==> config.mk <==
export PLATFORM = sky130hd
export DESIGN_NAME = breath_ramp_ctrl
export DESIGN_NICKNAME = d
export VERILOG_FILES = /design/src/rtl/breath_ramp_ctrl.sv
export SDC_FILE = /design/constraint.sdc
export NUM_CORES = 1
export LEC_CHECK = 0
export BUFFER_PORTS_ARGS = -buffer_cell sky130_fd_sc_hd__buf_2
export CAP_MARGIN = 10
export CORE_MARGIN = 1.5
export CORE_UTILIZATION = 35
export DETAILED_ROUTE_END_ITERATION = 10
export HOLD_SLACK_MARGIN = 0.08
export PLACE_DENSITY_LB_ADDON = 0.2
export SLEW_MARGIN = 15
export SYNTH_ARGS = -nofsm -noshare
export SYNTH_HDL_FRONTEND = slang
export SYNTH_SLANG_ARGS = --single-unit
==> constraint.sdc <==
create_clock -name clk -period 2.9 [get_ports clk]
set_clock_uncertainty 0.15 [all_clocks]
set_input_delay 0.29 -clock clk [delete_from_list [all_inputs] [get_ports clk]]
set_output_delay 0.29 -clock clk [all_outputs]
set_load 0.03 [all_outputs]
==> src/rtl/breath_ramp_ctrl.sv <==
// Triangular duty-cycle envelope generator for the breathing-LED PWM stage.
// Advances only on PWM end-of-period strobes, so duty never changes mid-period.
module breath_ramp_ctrl #(
    parameter int DW               = 16,
    parameter int MAX_DUTY         = 30000,
    parameter int STEP             = 10,
    parameter int PERIODS_PER_STEP = 500,
    parameter int HOLD_PERIODS     = 250
) (
    input  logic          clk,
    input  logic          rst,
    input  logic          en_i,
    input  logic          period_end_i,
    output logic [DW-1:0] duty_o,
    output logic          duty_upd_o,
    output logic [1:0]    phase_o,
    output logic          cycle_done_o
);

    typedef enum logic [1:0] {
        RAMP_UP   = 2'd0,
        HOLD_HI   = 2'd1,
        RAMP_DOWN = 2'd2,
        HOLD_LO   = 2'd3
    } phase_t;

    localparam bit            NO_HOLD = (HOLD_PERIODS == 0);
    localparam logic [15:0]   PPS_M1  = 16'(PERIODS_PER_STEP - 1);
    localparam logic [15:0]   HOLD_M1 = NO_HOLD ? 16'd0 : 16'(HOLD_PERIODS - 1);
    localparam logic [DW:0]   STEP_W  = (DW+1)'(STEP);
    localparam logic [DW:0]   MAX_W   = (DW+1)'(MAX_DUTY);
    localparam logic [DW-1:0] MAX_D   = DW'(MAX_DUTY);

    phase_t        phase_q;
    logic [15:0]   pcnt_q;
    logic [DW-1:0] duty_q;
    logic          duty_upd_q;
    logic          cycle_done_q;

    logic          ev;
    logic [DW:0]   up_sum;
    logic [DW-1:0] duty_up_d;
    logic [DW-1:0] duty_dn_d;

    assign ev = period_end_i && en_i;

    // Step targets are computed one bit wider so neither direction can wrap.
    always_comb begin
        up_sum    = {1'b0, duty_q} + STEP_W;
        duty_up_d = (up_sum > MAX_W) ? MAX_D : up_sum[DW-1:0];
        duty_dn_d = ({1'b0, duty_q} >= STEP_W) ? (duty_q - STEP_W[DW-1:0]) : '0;
    end

    always_ff @(posedge clk) begin
        if (rst) begin
            phase_q      <= RAMP_UP;
            pcnt_q       <= '0;
            duty_q       <= '0;
            duty_upd_q   <= 1'b0;
            cycle_done_q <= 1'b0;
        end else begin
            duty_upd_q   <= 1'b0;
            cycle_done_q <= 1'b0;
            if (ev) begin
                case (phase_q)
                    RAMP_UP: begin
                        if (pcnt_q < PPS_M1) begin
                            pcnt_q <= pcnt_q + 16'd1;
                        end else begin
                            pcnt_q     <= '0;
                            duty_q     <= duty_up_d;
                            duty_upd_q <= (duty_up_d != duty_q);
                            if (duty_up_d == MAX_D)
                                phase_q <= NO_HOLD ? RAMP_DOWN : HOLD_HI;
                        end
                    end
                    HOLD_HI: begin
                        if (pcnt_q < HOLD_M1) begin
                            pcnt_q <= pcnt_q + 16'd1;
                        end else begin
                            pcnt_q  <= '0;
                            phase_q <= RAMP_DOWN;
                        end
                    end
                    RAMP_DOWN: begin
                        if (pcnt_q < PPS_M1) begin
                            pcnt_q <= pcnt_q + 16'd1;
                        end else begin
                            pcnt_q     <= '0;
                            duty_q     <= duty_dn_d;
                            duty_upd_q <= (duty_dn_d != duty_q);
                            if (duty_dn_d == '0) begin
                                if (NO_HOLD) begin
                                    phase_q      <= RAMP_UP;
                                    cycle_done_q <= 1'b1;
                                end else begin
                                    phase_q <= HOLD_LO;
                                end
                            end
                        end
                    end
                    HOLD_LO: begin
                        if (pcnt_q < HOLD_M1) begin
                            pcnt_q <= pcnt_q + 16'd1;
                        end else begin
                            pcnt_q       <= '0;
                            phase_q      <= RAMP_UP;
                            cycle_done_q <= 1'b1;
                        end
                    end
                    default: begin
                        pcnt_q  <= '0;
                        phase_q <= RAMP_UP;
                    end
                endcase
            end
        end
    end

    assign duty_o       = duty_q;
    assign duty_upd_o   = duty_upd_q;
    assign phase_o      = phase_q;
    assign cycle_done_o = cycle_done_q;

endmodule
==> report_table.html <==
<table>
<tr><th>Metric</th><th>Value</th></tr>
<tr><th colspan="2">STA</th></tr>
<tr><td>Least-Margin Pin Slew</td><td>0.846 ns</td></tr>
<tr><td>Highest Clock Rate</td><td>355 MHz</td></tr>
<tr><td>Setup Viol. Count Final</td><td>0</td></tr>
<tr><td>Tcrit/Tclk final</td><td>97.3%</td></tr>
<tr><td>Final count of hold timing violations</td><td>0</td></tr>
<tr><td>Post-layout min period</td><td>2.82 ns</td></tr>
<tr><td>Pins Over Slew Limit</td><td>0</td></tr>
<tr><td>WHS</td><td>0.211 ns</td></tr>
<tr><td>Setup repair after global routing missed its margin</td><td>true</td></tr>
<tr><td>Max-slew headroom at the worst pin</td><td>~43%</td></tr>
<tr><th colspan="2">Status</th></tr>
<tr><td>Result of the run</td><td>finished clean</td></tr>
<tr><th colspan="2">GRT</th></tr>
<tr><td>Number of global-route vias before repair</td><td>3148</td></tr>
<tr><td>Global-route wire length before repair</td><td>15700 um</td></tr>
<tr><td>Overall routing resource usage</td><td>22.2%</td></tr>
<tr><td>Gr ovfl total</td><td>0</td></tr>
<tr><td>Initial antenna violation count</td><td>0</td></tr>
<tr><td>Largest net degree at the start of global routing</td><td>25</td></tr>
<tr><th colspan="2">Critical path</th></tr>
<tr><td>Type of the setup path with the least slack</td><td>reg -&gt; reg</td></tr>
<tr><td>CP arrival</td><td>between 2 and 3 ns</td></tr>
<tr><td>Slack of the worst reg-to-reg path</td><td>0.08 ns</td></tr>
<tr><td>Worst Setup End Kind</td><td>register</td></tr>
<tr><td>Reg2Reg Capture Point</td><td>duty_upd_o</td></tr>
<tr><td>End point of the critical path</td><td>duty_upd_o</td></tr>
<tr><td>Worst EP required</td><td>2.93 ns</td></tr>
<tr><td>Critical Path Start</td><td>duty_o[1]</td></tr>
<tr><td>Critical Path Source Type</td><td>register</td></tr>
<tr><td>Depth of the worst register-to-register path</td><td>11</td></tr>
<tr><td>Reg2Reg Launch Point</td><td>duty_o[1]</td></tr>
<tr><td>Biggest fanout along the worst timing path</td><td>8</td></tr>
<tr><th colspan="2">Power and ir drop</th></tr>
<tr><td>Combinational group share of total power</td><td>2.4%</td></tr>
<tr><td>Power per Cell Area</td><td>258 nW/um^2</td></tr>
<tr><td>Power dissipated by switching net loads</td><td>0.000226 W</td></tr>
<tr><td>Max VDD drop</td><td>153 uV</td></tr>
<tr><td>Switching part of the total power</td><td>23.0%</td></tr>
<tr><td>Part of the total power dissipated in the clock network</td><td>47.2%</td></tr>
<tr><td>Leak</td><td>approximately 1.5 nW</td></tr>
<tr><td>Power Internal</td><td>between 0.0007 and 0.0008 W</td></tr>
<tr><td>Sequential fraction of design power</td><td>50.5%</td></tr>
<tr><th colspan="2">Synthesis</th></tr>
<tr><td>Complex-gate fraction of the synthesized area</td><td>24.8%</td></tr>
<tr><td>Flip-flop cell with the highest count after synthesis</td><td>sky130_fd_sc_hd__dfxtp_1</td></tr>
<tr><td>Instance count of the mapped netlist</td><td>around 420</td></tr>
<tr><td>Number of different library cells in the post-synthesis netlist</td><td>between 60 and 70</td></tr>
<tr><td>Area of the mapped netlist</td><td>approximately 3000 um^2</td></tr>
<tr><td>Portion of the post-synthesis area used by sequential elements</td><td>23.8%</td></tr>
<tr><td>Post-synthesis register bit count</td><td>36</td></tr>
<tr><td>Fraction of synthesized area in multiplexers</td><td>2.36%</td></tr>
<tr><td>Synthesized area per cell</td><td>7.26 um^2</td></tr>
<tr><td>Synth Warn #</td><td>0</td></tr>
<tr><td>Net count after synthesis</td><td>430</td></tr>
<tr><td>Post-synth ARST share</td><td>0%</td></tr>
<tr><td>Combinational family with the most area after synthesis</td><td>simple AND/OR/NAND/NOR gates</td></tr>
<tr><td>Count of flip-flops with a built-in enable after synthesis</td><td>0</td></tr>
<tr><td>Fraction of the mapped netlist area in simple logic gates</td><td>31.5%</td></tr>
<tr><td>Xor and xnor area share after synthesis</td><td>6.95%</td></tr>
<tr><td>Fraction of the mapped netlist area in adder cells</td><td>3.72%</td></tr>
<tr><th colspan="2">Detailed routing</th></tr>
<tr><td>WL final</td><td>9780 um</td></tr>
<tr><td>Total number of vias</td><td>3399</td></tr>
<tr><td>Average detailed-routed wire length per instance</td><td>16.9 um</td></tr>
<tr><td>First drt pass iteration count</td><td>5</td></tr>
<tr><td>DRC violation count after routing</td><td>0</td></tr>
<tr><td>Post-detailed-route count of antenna-violating nets</td><td>0</td></tr>
<tr><td>Number of design-rule violations left by the first detailed-router iteration</td><td>roughly 260</td></tr>
<tr><td>DR vias/cell</td><td>5.86</td></tr>
<tr><th colspan="2">Placed design</th></tr>
<tr><td>Post-placement cell count</td><td>568</td></tr>
<tr><td>GP Congestion</td><td>0.955</td></tr>
<tr><td>Total of buffers placed on input and output ports</td><td>23</td></tr>
<tr><td>Post-DP HPWL</td><td>7200 um</td></tr>
<tr><th colspan="2">Layout</th></tr>
<tr><td>Total inserted antenna cells</td><td>0</td></tr>
<tr><td>Net count reported at finish</td><td>between 400 and 500</td></tr>
<tr><td>Top library cells by usage in the layout, fill and taps aside</td><td>59 x sky130_fd_sc_hd__buf_4, 51 x sky130_fd_sc_hd__nor2_1, 34 x sky130_fd_sc_hd__nand2_1, 28 x sky130_fd_sc_hd__dfxtp_1, 23 x sky130_fd_sc_hd__buf_2</td></tr>
<tr><td>Final core occ</td><td>about 46%</td></tr>
<tr><td>Synth-to-Final Area Change</td><td>25.8%</td></tr>
<tr><td>Share of post-route cells with drive strength above 1</td><td>27.8%</td></tr>
<tr><td>Most frequent standard cell in the layout excluding fill and tap cells</td><td>sky130_fd_sc_hd__buf_4</td></tr>
<tr><td>Non-filler instance count after layout</td><td>580</td></tr>
<tr><th colspan="2">Floorplanning</th></tr>
<tr><td>Initial core utilization</td><td>roughly 36%</td></tr>
<tr><td>Die Y</td><td>about 96 um</td></tr>
<tr><td>Horizontal extent of the die</td><td>96.0 um</td></tr>
<tr><td>Number of placement rows</td><td>33</td></tr>
<tr><td>Core area</td><td>8300 um^2</td></tr>
<tr><td>I/O pin cnt</td><td>24</td></tr>
<tr><td>Die Area</td><td>about 9000 um^2</td></tr>
<tr><th colspan="2">Clock network</th></tr>
<tr><td>Maximum level of the CTS H-tree</td><td>2</td></tr>
<tr><td>CTS tree</td><td>built</td></tr>
<tr><td>Number of clock buffers inserted by TritonCTS</td><td>5</td></tr>
<tr><td>Clk_lat worst skew</td><td>0.30 ns</td></tr>
<tr><td>Clock net sink count</td><td>36</td></tr>
<tr><td>Cts-stage hold buffer count</td><td>0</td></tr>
<tr><td>Clock transition time at the flip-flop clock pins of the worst setup and hold paths</td><td>0.08 ns</td></tr>
<tr><td>Clock Tree Buf Depth</td><td>2</td></tr>
<tr><td>Cell at the root of the clock tree</td><td>sky130_fd_sc_hd__clkbuf_8</td></tr>
<tr><th colspan="2">Hold path</th></tr>
<tr><td>Worst hold path type</td><td>in -&gt; reg</td></tr>
<tr><td>Startpoint of the tightest hold check path</td><td>en_i</td></tr>
<tr><th colspan="2">Flow run</th></tr>
<tr><td>Max cap viols</td><td>0</td></tr>
</table>
## kinds of logic after synthesis
kind of cell	count (synthesis)
compound gates	106
fa+ha+maj	9
xor+xnor	24
flops	36
mux	7
buf+inv	48
simple gates	187
## per-stage QoR
stage / setup TNS (ns) / setup WS [ns] / power [W] / instance area [um^2]
4_1_cts: 0 / 0.00970 / 0.000997 / 3670
2_1_floorplan: 0 / 0.00484 / 0.000523 / 3040
5_1_grt: -0.0129 / -0.0112 / 0.00102 / 3810
3_5_place_dp: -0.141 / -0.0806 / 0.000531 / 3550
3_3_place_gp: -0.130 / -0.0970 / 0.000531 / 3550
6_report: 0 / 0.0796 / 0.000983 / 3810
## worst max-delay path, stage by stage, from the launching register on
cell and delay (ns):
sky130_fd_sc_hd__dfxtp_4 0.36, sky130_fd_sc_hd__buf_8 0.13, sky130_fd_sc_hd__ha_1 0.18, sky130_fd_sc_hd__and3b_2 0.22, sky130_fd_sc_hd__or3_4 0.38, sky130_fd_sc_hd__or3_4 0.42, sky130_fd_sc_hd__buf_4 0.15, sky130_fd_sc_hd__nand3b_1 0.07
sky130_fd_sc_hd__and3_1 0.16, sky130_fd_sc_hd__o211ai_1 0.10, sky130_fd_sc_hd__o31ai_1 0.25, sky130_fd_sc_hd__o211ai_1 0.12
## power by group through the flow
stage	sequential [W]	clock, W	combinational [W]
after floorplan	0.000507	0	0.0000153
after global placement	0.000508	0	0.0000229
after detailed placement	0.000508	0	0.0000230
after CTS	0.000496	0.000478	0.0000232
after global routing	0.000496	0.000494	0.0000270
final	0.000496	0.000464	0.0000233
## routing by layer
| layer | routed length, um | global-route usage, % | up-vias |
|---|---|---|---|
| met5 | 0 | 0 | - |
| met4 | 208 | 8.33 | 0 |
| met3 | 633 | 3.63 | 18 |
| met2 | 4290 | 33.1 | 132 |
| met1 | 4640 | 31.6 | 1606 |
| li1 | - | - | 1643 |
## synth_stat cells (all sizes together), types with 3 or more instances
library cell / instances / share of area, %
nor4: 9 / 1.9
o41ai: 5 / 1.4
nor2: 52 / 6.4
mux2i: 6 / 2.0
clkbuf: 16 / 2.0
o211ai: 7 / 1.7
buf: 17 / 3.1
nand4: 7 / 1.4
xor2: 11 / 3.2
o21bai: 4 / 0.99
a31oi: 5 / 1.0
inv: 15 / 1.9
nand3b: 4 / 0.99
xnor2: 13 / 3.8
ha: 9 / 3.7
nor2b: 6 / 1.2
a211oi: 5 / 1.4
a21oi: 23 / 4.1
nor3: 23 / 4.2
o21ai: 21 / 3.5
dfxtp: 36 / 24
nand2: 35 / 4.3
or3: 5 / 1.5
nand3: 20 / 3.3
o31ai: 6 / 1.9
and3: 11 / 2.3
and2: 3 / 0.62
## worst min path at each step
stage | end | slack (ns) | cells after the start
CTS | pcnt_q[1] | 0.20 | 4
floorplan | duty_o[8] | 0.22 | 1
global route | pcnt_q[1] | 0.26 | 4
global placement | pcnt_q[14] | 0.29 | 2
detailed placement | pcnt_q[14] | 0.29 | 2
finish | pcnt_q[1] | 0.21 | 4
## cell type report
| cell class | instances | area, um^2 |
|---|---|---|
| Timing Repair Buffer | 83 | 573 |
| Inverter | 15 | 56.3 |
| Clock buffer | 5 | 68.8 |
| Multi-Input combinational cell | 333 | 2200 |
| Clock inverter | 3 | 41.3 |
| Tap cell | 105 | 131 |
| Sequential cell | 36 | 736 |
| Fill cell | 865 | 4490 |
## registers in the layout (all words and copies together), names as in the netlist
| register | count |
|---|---|
| duty_o | 16 |
| pcnt_q | 16 |
| phase_o | 2 |
| duty_upd_o | 1 |
| cycle_done_o | 1 |
## repair_timing
item	4_1_cts	5_1_grt
buffers inserted	0	4
resized for setup	2	32
pin swaps	0	6
setup endpoints to repair	3	16
hold endpoints to repair	0	0
Note: power is estimated with default switching activity, not from simulation.
